===== config.mk =====
export PLATFORM = sky130hd
export DESIGN_NAME = exe_mem_reg
export DESIGN_NICKNAME = d
export VERILOG_FILES = /design/src/rtl/cpu_pkg.sv /design/src/rtl/sat_counter.sv /design/src/rtl/exe_mem_reg.sv
export SDC_FILE = /design/constraint.sdc
export NUM_CORES = 1
export LEC_CHECK = 0
export BUFFER_PORTS_ARGS = -buffer_cell sky130_fd_sc_hd__buf_4
export CAP_MARGIN = 10
export CORE_ASPECT_RATIO = 0.9
export CORE_MARGIN = 8
export CORE_UTILIZATION = 30
export DETAILED_ROUTE_END_ITERATION = 8
export GPL_ROUTABILITY_DRIVEN = 0
export SETUP_SLACK_MARGIN = 0.3
export SYNTH_ARGS = -nofsm -noshare
export SYNTH_HDL_FRONTEND = slang
export SYNTH_SLANG_ARGS = --single-unit

===== constraint.sdc =====
create_clock -name clk -period 2.3 [get_ports clk]
set_input_delay 0.115 -clock clk [delete_from_list [all_inputs] [get_ports clk]]
set_output_delay 0.115 -clock clk [all_outputs]
set_load 0.05 [all_outputs]

===== src/rtl/cpu_pkg.sv =====
// Shared CPU definitions: default datapath widths, memory-op tracking FSM
// states and the saturating increment used by the performance counters.
package cpu_pkg;

    localparam int DATA_W_DEF = 32;
    localparam int DEST_W_DEF = 4;

    typedef enum logic {
        IDLE = 1'b0,
        WAIT = 1'b1
    } mem_state_e;

    // Counters narrower than 32 bits are widened by the caller and truncated back.
    function automatic logic [31:0] sat_inc(input logic [31:0] value, input logic [31:0] max_value);
        return (value >= max_value) ? max_value : value + 32'd1;
    endfunction

endpackage


===== src/rtl/sat_counter.sv =====
// Enabled up-counter that sticks at all-ones instead of wrapping (CNT_W <= 32).
module sat_counter
    import cpu_pkg::*;
#(
    parameter int CNT_W = 16
) (
    input  logic             clk,
    input  logic             rst,
    input  logic             en,
    output logic [CNT_W-1:0] count
);

    localparam logic [CNT_W-1:0] CNT_MAX = '1;

    logic [CNT_W-1:0] count_reg;
    logic [CNT_W-1:0] count_next;

    always_comb begin
        count_next = count_reg;
        if (en) begin
            count_next = CNT_W'(sat_inc(32'(count_reg), 32'(CNT_MAX)));
        end
    end

    always_ff @(posedge clk or negedge rst) begin
        if (!rst) begin
            count_reg <= '0;
        end else begin
            count_reg <= count_next;
        end
    end

    assign count = count_reg;

endmodule


===== src/rtl/exe_mem_reg.sv =====
// EXE/MEM pipeline register: holds the EXE slot while the memory stage is busy,
// raises freeze upstream, and tracks the outstanding op (FSM, watchdog, counters).
module exe_mem_reg
    import cpu_pkg::*;
#(
    parameter int DATA_W  = DATA_W_DEF,
    parameter int DEST_W  = DEST_W_DEF,
    parameter int CNT_W   = 16,
    parameter int TIMEOUT = 1023
) (
    input  logic              clk,
    input  logic              rst,
    input  logic              valid_in,
    input  logic              wb_en_in,
    input  logic              mem_r_en_in,
    input  logic              mem_w_en_in,
    input  logic [DATA_W-1:0] alu_res_in,
    input  logic [DATA_W-1:0] val_rm_in,
    input  logic [DEST_W-1:0] dest_in,
    input  logic              mem_ready_in,
    output logic              valid_out,
    output logic              wb_en_out,
    output logic              mem_r_en_out,
    output logic              mem_w_en_out,
    output logic [DATA_W-1:0] alu_res_out,
    output logic [DATA_W-1:0] val_rm_out,
    output logic [DEST_W-1:0] dest_out,
    output logic              freeze_out,
    output logic [CNT_W-1:0]  stall_cnt,
    output logic [CNT_W-1:0]  mem_op_cnt,
    output logic              timeout_err
);

    localparam int              WD_W   = $clog2(TIMEOUT + 1);
    localparam logic [WD_W-1:0] WD_MAX = WD_W'(TIMEOUT);

    logic              valid_reg;
    logic              wb_en_reg;
    logic              mem_r_en_reg;
    logic              mem_w_en_reg;
    logic [DATA_W-1:0] alu_res_reg;
    logic [DATA_W-1:0] val_rm_reg;
    logic [DEST_W-1:0] dest_reg;

    mem_state_e        state_reg;
    mem_state_e        state_next;
    logic [WD_W-1:0]   wd_reg;
    logic [WD_W-1:0]   wd_next;
    logic              err_reg;
    logic              err_next;

    logic              mem_op;
    logic              freeze;
    logic              op_done;

    assign mem_op  = valid_reg & (mem_r_en_reg | mem_w_en_reg);
    assign freeze  = mem_op & ~mem_ready_in;
    assign op_done = mem_op & mem_ready_in;

    always_ff @(posedge clk or negedge rst) begin
        if (!rst) begin
            valid_reg    <= 1'b0;
            wb_en_reg    <= 1'b0;
            mem_r_en_reg <= 1'b0;
            mem_w_en_reg <= 1'b0;
            alu_res_reg  <= '0;
            val_rm_reg   <= '0;
            dest_reg     <= '0;
        end else if (!freeze) begin
            valid_reg    <= valid_in;
            wb_en_reg    <= wb_en_in;
            mem_r_en_reg <= mem_r_en_in;
            mem_w_en_reg <= mem_w_en_in;
            alu_res_reg  <= alu_res_in;
            val_rm_reg   <= val_rm_in;
            dest_reg     <= dest_in;
        end
    end

    always_ff @(posedge clk or negedge rst) begin
        if (!rst) begin
            state_reg <= IDLE;
            wd_reg    <= '0;
            err_reg   <= 1'b0;
        end else begin
            state_reg <= state_next;
            wd_reg    <= wd_next;
            err_reg   <= err_next;
        end
    end

    always_comb begin
        state_next = state_reg;
        case (state_reg)
            IDLE:    if (freeze) state_next = WAIT;
            WAIT:    if (mem_ready_in) state_next = IDLE;
            default: state_next = IDLE;
        endcase
    end

    // Watchdog only observes; it never releases the freeze on its own.
    always_comb begin
        wd_next  = '0;
        err_next = err_reg;
        if (state_reg == WAIT && !mem_ready_in) begin
            wd_next = wd_reg;
            if (wd_reg != WD_MAX) begin
                wd_next = wd_reg + WD_W'(1);
                if (wd_reg + WD_W'(1) == WD_MAX) begin
                    err_next = 1'b1;
                end
            end
        end
    end

    logic [1:0]       cnt_en;
    logic [CNT_W-1:0] cnt_val [2];

    assign cnt_en = {op_done, freeze};

    genvar gi;
    generate
        for (gi = 0; gi < 2; gi++) begin : g_cnt
            sat_counter #(
                .CNT_W (CNT_W)
            ) u_sat_counter (
                .clk   (clk),
                .rst   (rst),
                .en    (cnt_en[gi]),
                .count (cnt_val[gi])
            );
        end
    endgenerate

    assign stall_cnt  = cnt_val[0];
    assign mem_op_cnt = cnt_val[1];

    // Simultaneous load+store is illegal; the store takes priority downstream.
    assign valid_out    = valid_reg;
    assign wb_en_out    = valid_reg & wb_en_reg;
    assign mem_r_en_out = valid_reg & mem_r_en_reg & ~mem_w_en_reg;
    assign mem_w_en_out = valid_reg & mem_w_en_reg;
    assign alu_res_out  = alu_res_reg;
    assign val_rm_out   = val_rm_reg;
    assign dest_out     = dest_reg;
    assign freeze_out   = freeze;
    assign timeout_err  = err_reg;

endmodule


# After elaboration in Yosys (flattened, before gate mapping)
# Cells that the tools add are included.
dict set report word_totals {
  regBits 116
  inputBits 75
  output_inout_bits 106
  wordCells 41
}
dict set report classes {
  n_addsub 3
  magnitude_cmp 2
  eq_ne 3
  muxes 7
  bitwise_logic 11
  n_reduce_logical 3
}
# cell n
set op_table {}
lappend op_table {{$add A16 B1 Y16 const B} 2}
lappend op_table {{$ge A16 B16 Y1 const B} 2}
lappend op_table {{$mux W16} 2}
lappend op_table {{$mux W10} 2}
lappend op_table {{$add A10 B1 Y10 const B} 1}
lappend op_table {{$eq A10 B10 Y1 const B} 1}
lappend op_table {{$ne A10 B10 Y1 const B} 1}
lappend op_table {{$and A1 B1 Y1} 7}
lappend op_table {{$not A1 Y1} 3}
lappend op_table {{$reduce_and A3 Y1} 1}
lappend op_table {{$mux W1} 2}
lappend op_table {{$ne A2 B1 Y1 const B} 1}
lappend op_table {{$pmux W1 S2} 1}
lappend op_table {{$logic_and A1 B1 Y1} 1}
lappend op_table {{$logic_not A1 Y1} 1}
lappend op_table {{$or A1 B1 Y1} 1}

# Logic depth before layout (Yosys ltp)
# Gate-level depths: netlist of the first run.
dict set report depth {
  depth_word 5
  mapped_depth 7
  mapped_depth_nobuf 5
}

# By module
# A second synthesis of the first run with hierarchy kept.
dict set report unflattened {
  cells_unflattened 392
  area_unflattened_um2 5036.1
}
# module n_inst cells_per_inst area_each_um2 seq_area_each_um2
set modules_own_cells {}
lappend modules_own_cells {exe_mem_reg 1 226 3384.5 2102.0}
lappend modules_own_cells {sat_counter 2 83 825.8 400.4}

# Worst setup path before layout of the first run
# No wires, ideal clock.
dict set report synth_timing {
  path_type {register to register}
  from {reg valid_reg, in the netlist valid_out}
  to {reg alu_res_reg[19], in the netlist alu_res_out[19]}
  setup_time_ns 0.067
  t_arrival_ns 2.145
  required_time_ns 2.233
  setup_slack_ns 0.089
  path_stages_with_launch 8
  path_buffers 2
  period_less_slack_ns 2.211
  path_cell_list {dfrtp_1 and2b_1 buf_4 nand2_1 inv_2 buf_1 nand2_1 nand2_1}
}
dict set report synth_via {
  elab_chain_cells 2
}
# item line_no
set synth_rtl {}
lappend synth_rtl {{start, declared} exe_mem_reg.sv:37} ;# logic valid_reg;
lappend synth_rtl {{start signal, assigned} exe_mem_reg.sv:70} ;# valid_reg <= valid_in;
lappend synth_rtl {{$and A1 B1 Y1} exe_mem_reg.sv:56} ;# assign mem_op = valid_reg & (mem_r_en_reg | mem_w_en_reg);
lappend synth_rtl {{$and A1 B1 Y1} exe_mem_reg.sv:57} ;# assign freeze = mem_op & ~mem_ready_in;
lappend synth_rtl {{via freeze_out} exe_mem_reg.sv:28} ;# output logic freeze_out,
lappend synth_rtl {{end signal, assigned} exe_mem_reg.sv:74} ;# alu_res_reg <= alu_res_in;
lappend synth_rtl {{end, declared} exe_mem_reg.sv:41} ;# logic [DATA_W-1:0] alu_res_reg;
# The timed path passes the listed nets, and every way through them passes these cells.
# A chain may end at the register's enable or synchronous reset.

# Final worst setup path of the first run
dict set report layout_timing {
  from {reg mem_w_en_reg}
  to {reg g_cnt[1].u_sat_counter.count_reg[13]}
}
dict set report layout_via {
  elab_chain_cells 3
}
# item line_no
set layout_rtl {}
lappend layout_rtl {{start, declared} exe_mem_reg.sv:40} ;# logic mem_w_en_reg;
lappend layout_rtl {{start signal, assigned} exe_mem_reg.sv:73} ;# mem_w_en_reg <= mem_w_en_in;
lappend layout_rtl {{$or A1 B1 Y1} exe_mem_reg.sv:56}
lappend layout_rtl {{$and A1 B1 Y1} exe_mem_reg.sv:56}
lappend layout_rtl {{$and A1 B1 Y1} exe_mem_reg.sv:58} ;# assign op_done = mem_op & mem_ready_in;
lappend layout_rtl {{end signal, assigned} sat_counter.sv:29} ;# count_reg <= count_next;
lappend layout_rtl {{end, declared} sat_counter.sv:15} ;# logic [CNT_W-1:0] count_reg;
# No other way between the ends.

==> results of run 1 <==
cell usage in the layout (no fill, tap or decap), drive strengths merged, types with 6 or more instances in the layout:
cell,instances
nand4,9
nand2,244
buf,186
clkbuf,18
nand2b,6
dlygate4sd3,73
and2,7
nor2,14
a31oi,6
xor2,8
o21ai,9
dfrtp,116
inv,13
and4,9
xnor2,11
nand3,23
a21oi,6
through the flow:
stage | std cells | hold slack [ps]
floorplan | 554 | -181
global placement | 930 | 55.6
detailed placement | 930 | 60.1
CTS | 1035 | 153
global route | 1037 | 178
finish | 1037 | 164
metal layers:
layer  vias up  wire length (microns)  track usage (%)
met3        13                   1350             6.69
met4         0                    146             4.47
met5         -                      0                0
met1      2186                   6650             17.7
li1       2344                      -                -
met2       140                   7170             22.7
kinds of logic after synthesis:
kind of cell	count (synthesis)	share of synthesized area, %
AND/OR/NAND/NOR	339	29.7
flip-flops	116	57.2
AO/OA/AOI/OAI	37	4.78
buffers and inverters	32	2.52
XOR/XNOR	19	3.28
multiplexers	7	1.48
adder cells (fa/ha/maj)	4	0.986
synth_stat cells (all sizes together) (2+ instances only):
library cell  instances  area share (%)
a211oi                2            0.30
a21oi                 6            0.59
a31oi                 6            0.74
and2                  7            0.86
and3                  5            0.62
and4                  9             1.6
buf                   6            0.59
clkbuf               15             1.1
dfrtp               116              57
ha                    4            0.99
inv                  11            0.81
mux2                  4            0.89
mux2i                 3            0.59
nand2               244              18
nand2b                6            0.74
nand3                23             2.4
nand4                 9             1.5
nand4b                2            0.35
nor2                 14             1.0
nor3                  5            0.49
nor4                  3            0.49
o211ai                2            0.30
o21ai                 9            0.89
o22a                  2            0.35
o31ai                 4            0.59
or3                   5            0.62
or4                   5            0.81
xnor2                11             1.9
xor2                  8             1.4
how the worst max path moves through the flow:
stage               depth (start not counted)                                to  slack, ps
CTS                                         5                   alu_res_out[16]        350
global placement                            5                    val_rm_out[10]        420
global route                                5                         wd_reg[0]        360
floorplan                                   4  g_cnt[0].u_sat_counter.count[13]        300
finish                                      4  g_cnt[1].u_sat_counter.count[13]        460
detailed placement                          5                    val_rm_out[10]        410
layout make-up:
cell class | count | share of cell area (%)
diodes | 2 | 0.0618
inverters | 11 | 0.541
flip-flops and latches | 116 | 35.9
multi-input cells | 406 | 25.4
repair buffers | 259 | 26.6
well taps | 211 | 3.26
clock buffers | 18 | 5.42
clock inverters | 14 | 2.78
what timing repair did:
item	in CTS	in global routing
hold endpoints to repair	95	0
hold buffers	73	0
cloned	0	0
resized for setup	1	4
setup endpoints to repair	1	36
power by group through the flow:
stage               clock network, W  logic [W]  registers [W]
CTS                          0.00305    0.00202        0.00252
global route                 0.00313    0.00214        0.00255
global placement                   0    0.00192        0.00254
detailed placement                 0    0.00192        0.00255
floorplan                          0   0.000423        0.00332
finish                       0.00298    0.00201        0.00252
==> qor.yml, run 1 <==
global_routing:
  grt-ovfl-total: 0
  grt_usage_pct: 14.6
  grt_pass1_vias: 4758
  grt_start_max_net_pins: 73
  antenna_found_initial: 2
  grt_pass1_wl_microns: 25200
sta:
  slew_headroom_pct: 52.9
  final.setup.tns_ps: 0
  skew_ps: 12.0
  slew_violations: 0
  fin_crit_sh_pct: 80.0
  finalSetupViolCount: 0
  rsz0062_at_grt: "no"
  layout_setup_ws_ps: 461
  fmax_mhz: 544
  worst_pin_slew_ps: 701
  finalHoldViolations: 0
  min_period_ps: 1840
synth:
  ys_seq_elements: 116
  yosysWarnings: 0
  async_reset_ff_share_pct: 100
  syn-cell-area_sq_um: 5070
  synthesis.nets: 633
  synthFlopType: "dfrtp_1"
  yosysSeqAreaShare_pct: 57.2
  synth_edf_count: 0
  avgSynthCellArea_sq_um: 9.16
  synth.distinct_cells: 45
  syn_inst: 554
worst_setup_path:
  crit_path_cell_trace: "o211ai_1, nor4_2, and4_1, o21ai_0"
  r2r_slack_ps: 460
  r2r-start: "mem_w_en_reg"
  startpoint_type: "flop"
  cp-end-kind: "flop"
  path_class: "flop to flop"
  timing.critical_path.buf_inv: 0
  rr_endpoint: "g_cnt[1].u_sat_counter.count[13]"
  crit_arrival_ps: 2110
  crit_slowest_cell: "nor4_2"
  critPathLaunch: "mem_w_en_reg"
  cp.required_ps: 2570
  reg2regPathDepth: 4
  path_delay_family: "simple AND/OR/NAND/NOR gates"
  max_stage_delay_ps: 670
  cp_max_fo: 7
cells_and_area:
  n_fill_cell: 1518
  multiInputGateArea_sq_um: 2060
  utilization_pct: 48.4
  fin_area_sq_um: 8100
  seq_area_sq_um: 2910
  area_growth_pct: 59.6
  layout-drive-gt1-share_pct: 28.6
  nets: 890
status:
  status: "complete, no violations"
job:
  cap_viol_max_count: 0
clock_tree:
  numCtsBuffers: 17
  clockBufferDepth: 2
  clk_latency_ps: 410
  cts_sinks: 116
  clk_pin_slew_ps: 60
  root_buffer: "clkbuf_16"
  cts_tree: "yes"
  h-tree-depth: 4
  post_cts_buffers: 0
die:
  ios: 181
  die_w_microns: 153
  die_h_microns: 139
  coreArea_sq_um: 16700
  initial_core_util_pct: 30.3
  dieArea_sq_um: 21300
  rows: 45
power:
  pwr-share-comb_pct: 26.7
  power.density_nw_per_um2: 927
  power_switching_w: 0.00260
  vdd_drop_max_uv: 585
  clockPowerShare_pct: 39.8
  power_w: 0.00751
  pwr-share-seq_pct: 33.5
  p_sw_share_pct: 34.6
  p_leak_nw: 4.09
  p_int_w: 0.00491
routing:
  finalWirelength_microns: 15300
  initialDrtViolationCount: 263
  drt_first_pass_iters: 4
  vias: 4683
  drc_errors: 0
  ant_nets: 0
  detail_route.vias_per_cell: 4.52
  wire_per_inst_microns: 14.8
placement:
  numPortBuffers: 180
  pre_cts_slack_ps: 413
  dpl_cell_area_sq_um: 6680
  hpwlAfterDp_microns: 10200
hold_path:
  hp-class: "input pin to async pin"
Power figures use the tool's default switching activity.
==> run 2: changes to the inputs <==
==> constraint.sdc (replaced) <==
create_clock -name clk -period 1.9 [get_ports clk]
set_input_delay 0.095 -clock clk [delete_from_list [all_inputs] [get_ports clk]]
set_output_delay 0.095 -clock clk [all_outputs]
set_load 0.05 [all_outputs]
==> qor.yml, run 2 (synthesized netlist as in run 1, its figures left out) <==
sta:
  slew_headroom_pct: 59.0
  layout_setup_ws_ps: 245
  fmax_mhz: 604
  skew_ps: 8.90
  slew_violations: 0
  final.setup.tns_ps: 0
  finalSetupViolCount: 0
  worst_pin_slew_ps: 616
  finalHoldViolations: 0
  fin_crit_sh_pct: 87.1
  rsz0062_at_grt: "yes"
  min_period_ps: 1660
clock_tree:
  numCtsBuffers: 17
  clockBufferDepth: 2
  clk_pin_slew_ps: 60
  clk_latency_ps: 410
  cts_sinks: 116
  root_buffer: "clkbuf_16"
  h-tree-depth: 4
  cts_tree: "yes"
placement:
  pre_cts_slack_ps: 141
  placed_cells: 940
  numPortBuffers: 180
  dpl_cell_area_sq_um: 6830
  hpwlAfterDp_microns: 10900
worst_setup_path:
  path_class: "flop to flop"
  cp_max_fo: 6
  cp.required_ps: 2240
  cp-end-kind: "flop"
  crit_arrival_ps: 2000
  startpoint_type: "flop"
routing:
  finalWirelength_microns: 16700
  vias: 4901
  wire_per_inst_microns: 15.6
  drc_errors: 0
  ant_nets: 0
  drt_first_pass_iters: 4
  initialDrtViolationCount: 218
  detail_route.vias_per_cell: 4.58
power:
  clockPowerShare_pct: 35.7
  p_int_w: 0.00576
  power_switching_w: 0.00325
  power.density_nw_per_um2: 1060
  vdd_drop_max_uv: 609
  power_w: 0.00902
  pwr-share-seq_pct: 33.9
  p_leak_nw: 4.24
  p_sw_share_pct: 36.1
  pwr-share-comb_pct: 30.4
die:
  die_w_microns: 153
  die_h_microns: 139
  dieArea_sq_um: 21300
  coreArea_sq_um: 16700
  initial_core_util_pct: 30.3
  ios: 181
  rows: 45
cells_and_area:
  nets: 924
  antenna_cells: 0
  final_cell_mix: "nand2_1, buf_4, dfrtp_1"
  fin_area_sq_um: 8480
  stdcell_count: 1069
  layout_commonest_cell: "nand2_1"
  area_growth_pct: 67.2
  layout-drive-gt1-share_pct: 35.0
hold_path:
  hp-class: "input pin to flop"
global_routing:
  grt_usage_pct: 15.8
  grt_start_max_net_pins: 43
  grt_pass1_wl_microns: 27000
  antenna_found_initial: 0
  grt_pass1_vias: 5152
  grt-ovfl-total: 0
status:
  status: "complete, no violations"
job:
  cap_viol_max_count: 0
==> run 2: cell count changes in the layout (fill, tap and decap cells not counted), moves of 2 or more <==
cell	change
nand4_4	+3
dfrtp_1	-20
buf_4	+26
inv_6	+2
ha_1	-2
nand4_2	-3
bufinv_16	-3
dfrtp_2	+20
buf_12	+2
buf_6	+4
bufbuf_16	+2
diode_2	-2
clkinv_2	+3
==> run 2: critical path, cell delays in order (launching register included) <==
cell	delay, ps
dfrtp_1	370
buf_6	110
o211ai_1	190
or4_4	500
or3_1	330
nand3_1	90
==> run 2: path summary, 6_finish.rpt <==
kind | from | end | slack, ps | depth (start not counted)
worst max register to register | mem_r_en_reg | g_cnt[1].u_sat_counter.count[10] | 240 | 5
worst min-delay path | mem_ready_in | g_cnt[1].u_sat_counter.count[1] | 160 | 4
worst min register to register | dest_out[0] | dest_out[0] | 470 | 2
max in group asynchronous | rst | valid_out | 1040 | 3
min in group asynchronous | rst | val_rm_out[20] | 260 | 2
worst max-delay path | mem_r_en_reg | g_cnt[1].u_sat_counter.count[10] | 240 | 5
==> run 2: cell type report <==
| type | count | area, sq um |
|---|---|---|
| Clock buffer | 18 | 439 |
| Clock inverter | 14 | 151 |
| Fill cell | 1503 | 8240 |
| Inverter | 11 | 43.8 |
| Multi-Input combinational cell | 406 | 2150 |
| Sequential cell | 116 | 2930 |
| Tap cell | 211 | 264 |
| Timing Repair Buffer | 293 | 2500 |
==> run 2: per-layer routing <==
layer | wire length [microns] | share of wire [%] | vias up | global-route usage [%]
li1 | - | - | 2421 | -
met3 | 1600 | 9.6 | 17 | 7.58
met5 | 0 | 0 | - | 0
met4 | 214 | 1.3 | 0 | 5.20
met2 | 7740 | 46 | 156 | 24.6
met1 | 7130 | 43 | 2307 | 18.8
==> run 2: stage by stage <==
stage,hold slack (ps),utilization (%)
floorplan,-201,-
global placement,146,40.9
detailed placement,149,40.9
CTS,140,50.0
global route,175,50.7
finish,163,50.7
==> run 2: power groups by stage <==
stage | combinational, W | sequential [W] | clock, W
finish | 0.00274 | 0.00305 | 0.00322
global route | 0.00292 | 0.00309 | 0.00340
CTS | 0.00265 | 0.00306 | 0.00330
detailed placement | 0.00238 | 0.00312 | 0
global placement | 0.00238 | 0.00311 | 0
floorplan | 0.000530 | 0.00407 | 0
==> run 2: what timing repair did <==
item	in CTS	in global routing
hold endpoints to repair	111	0
pin swaps	2	1
setup buffers	13	9
endpoints found under the setup margin	23	16
resized for setup	12	12
hold buffers	73	0
cloned	2	0
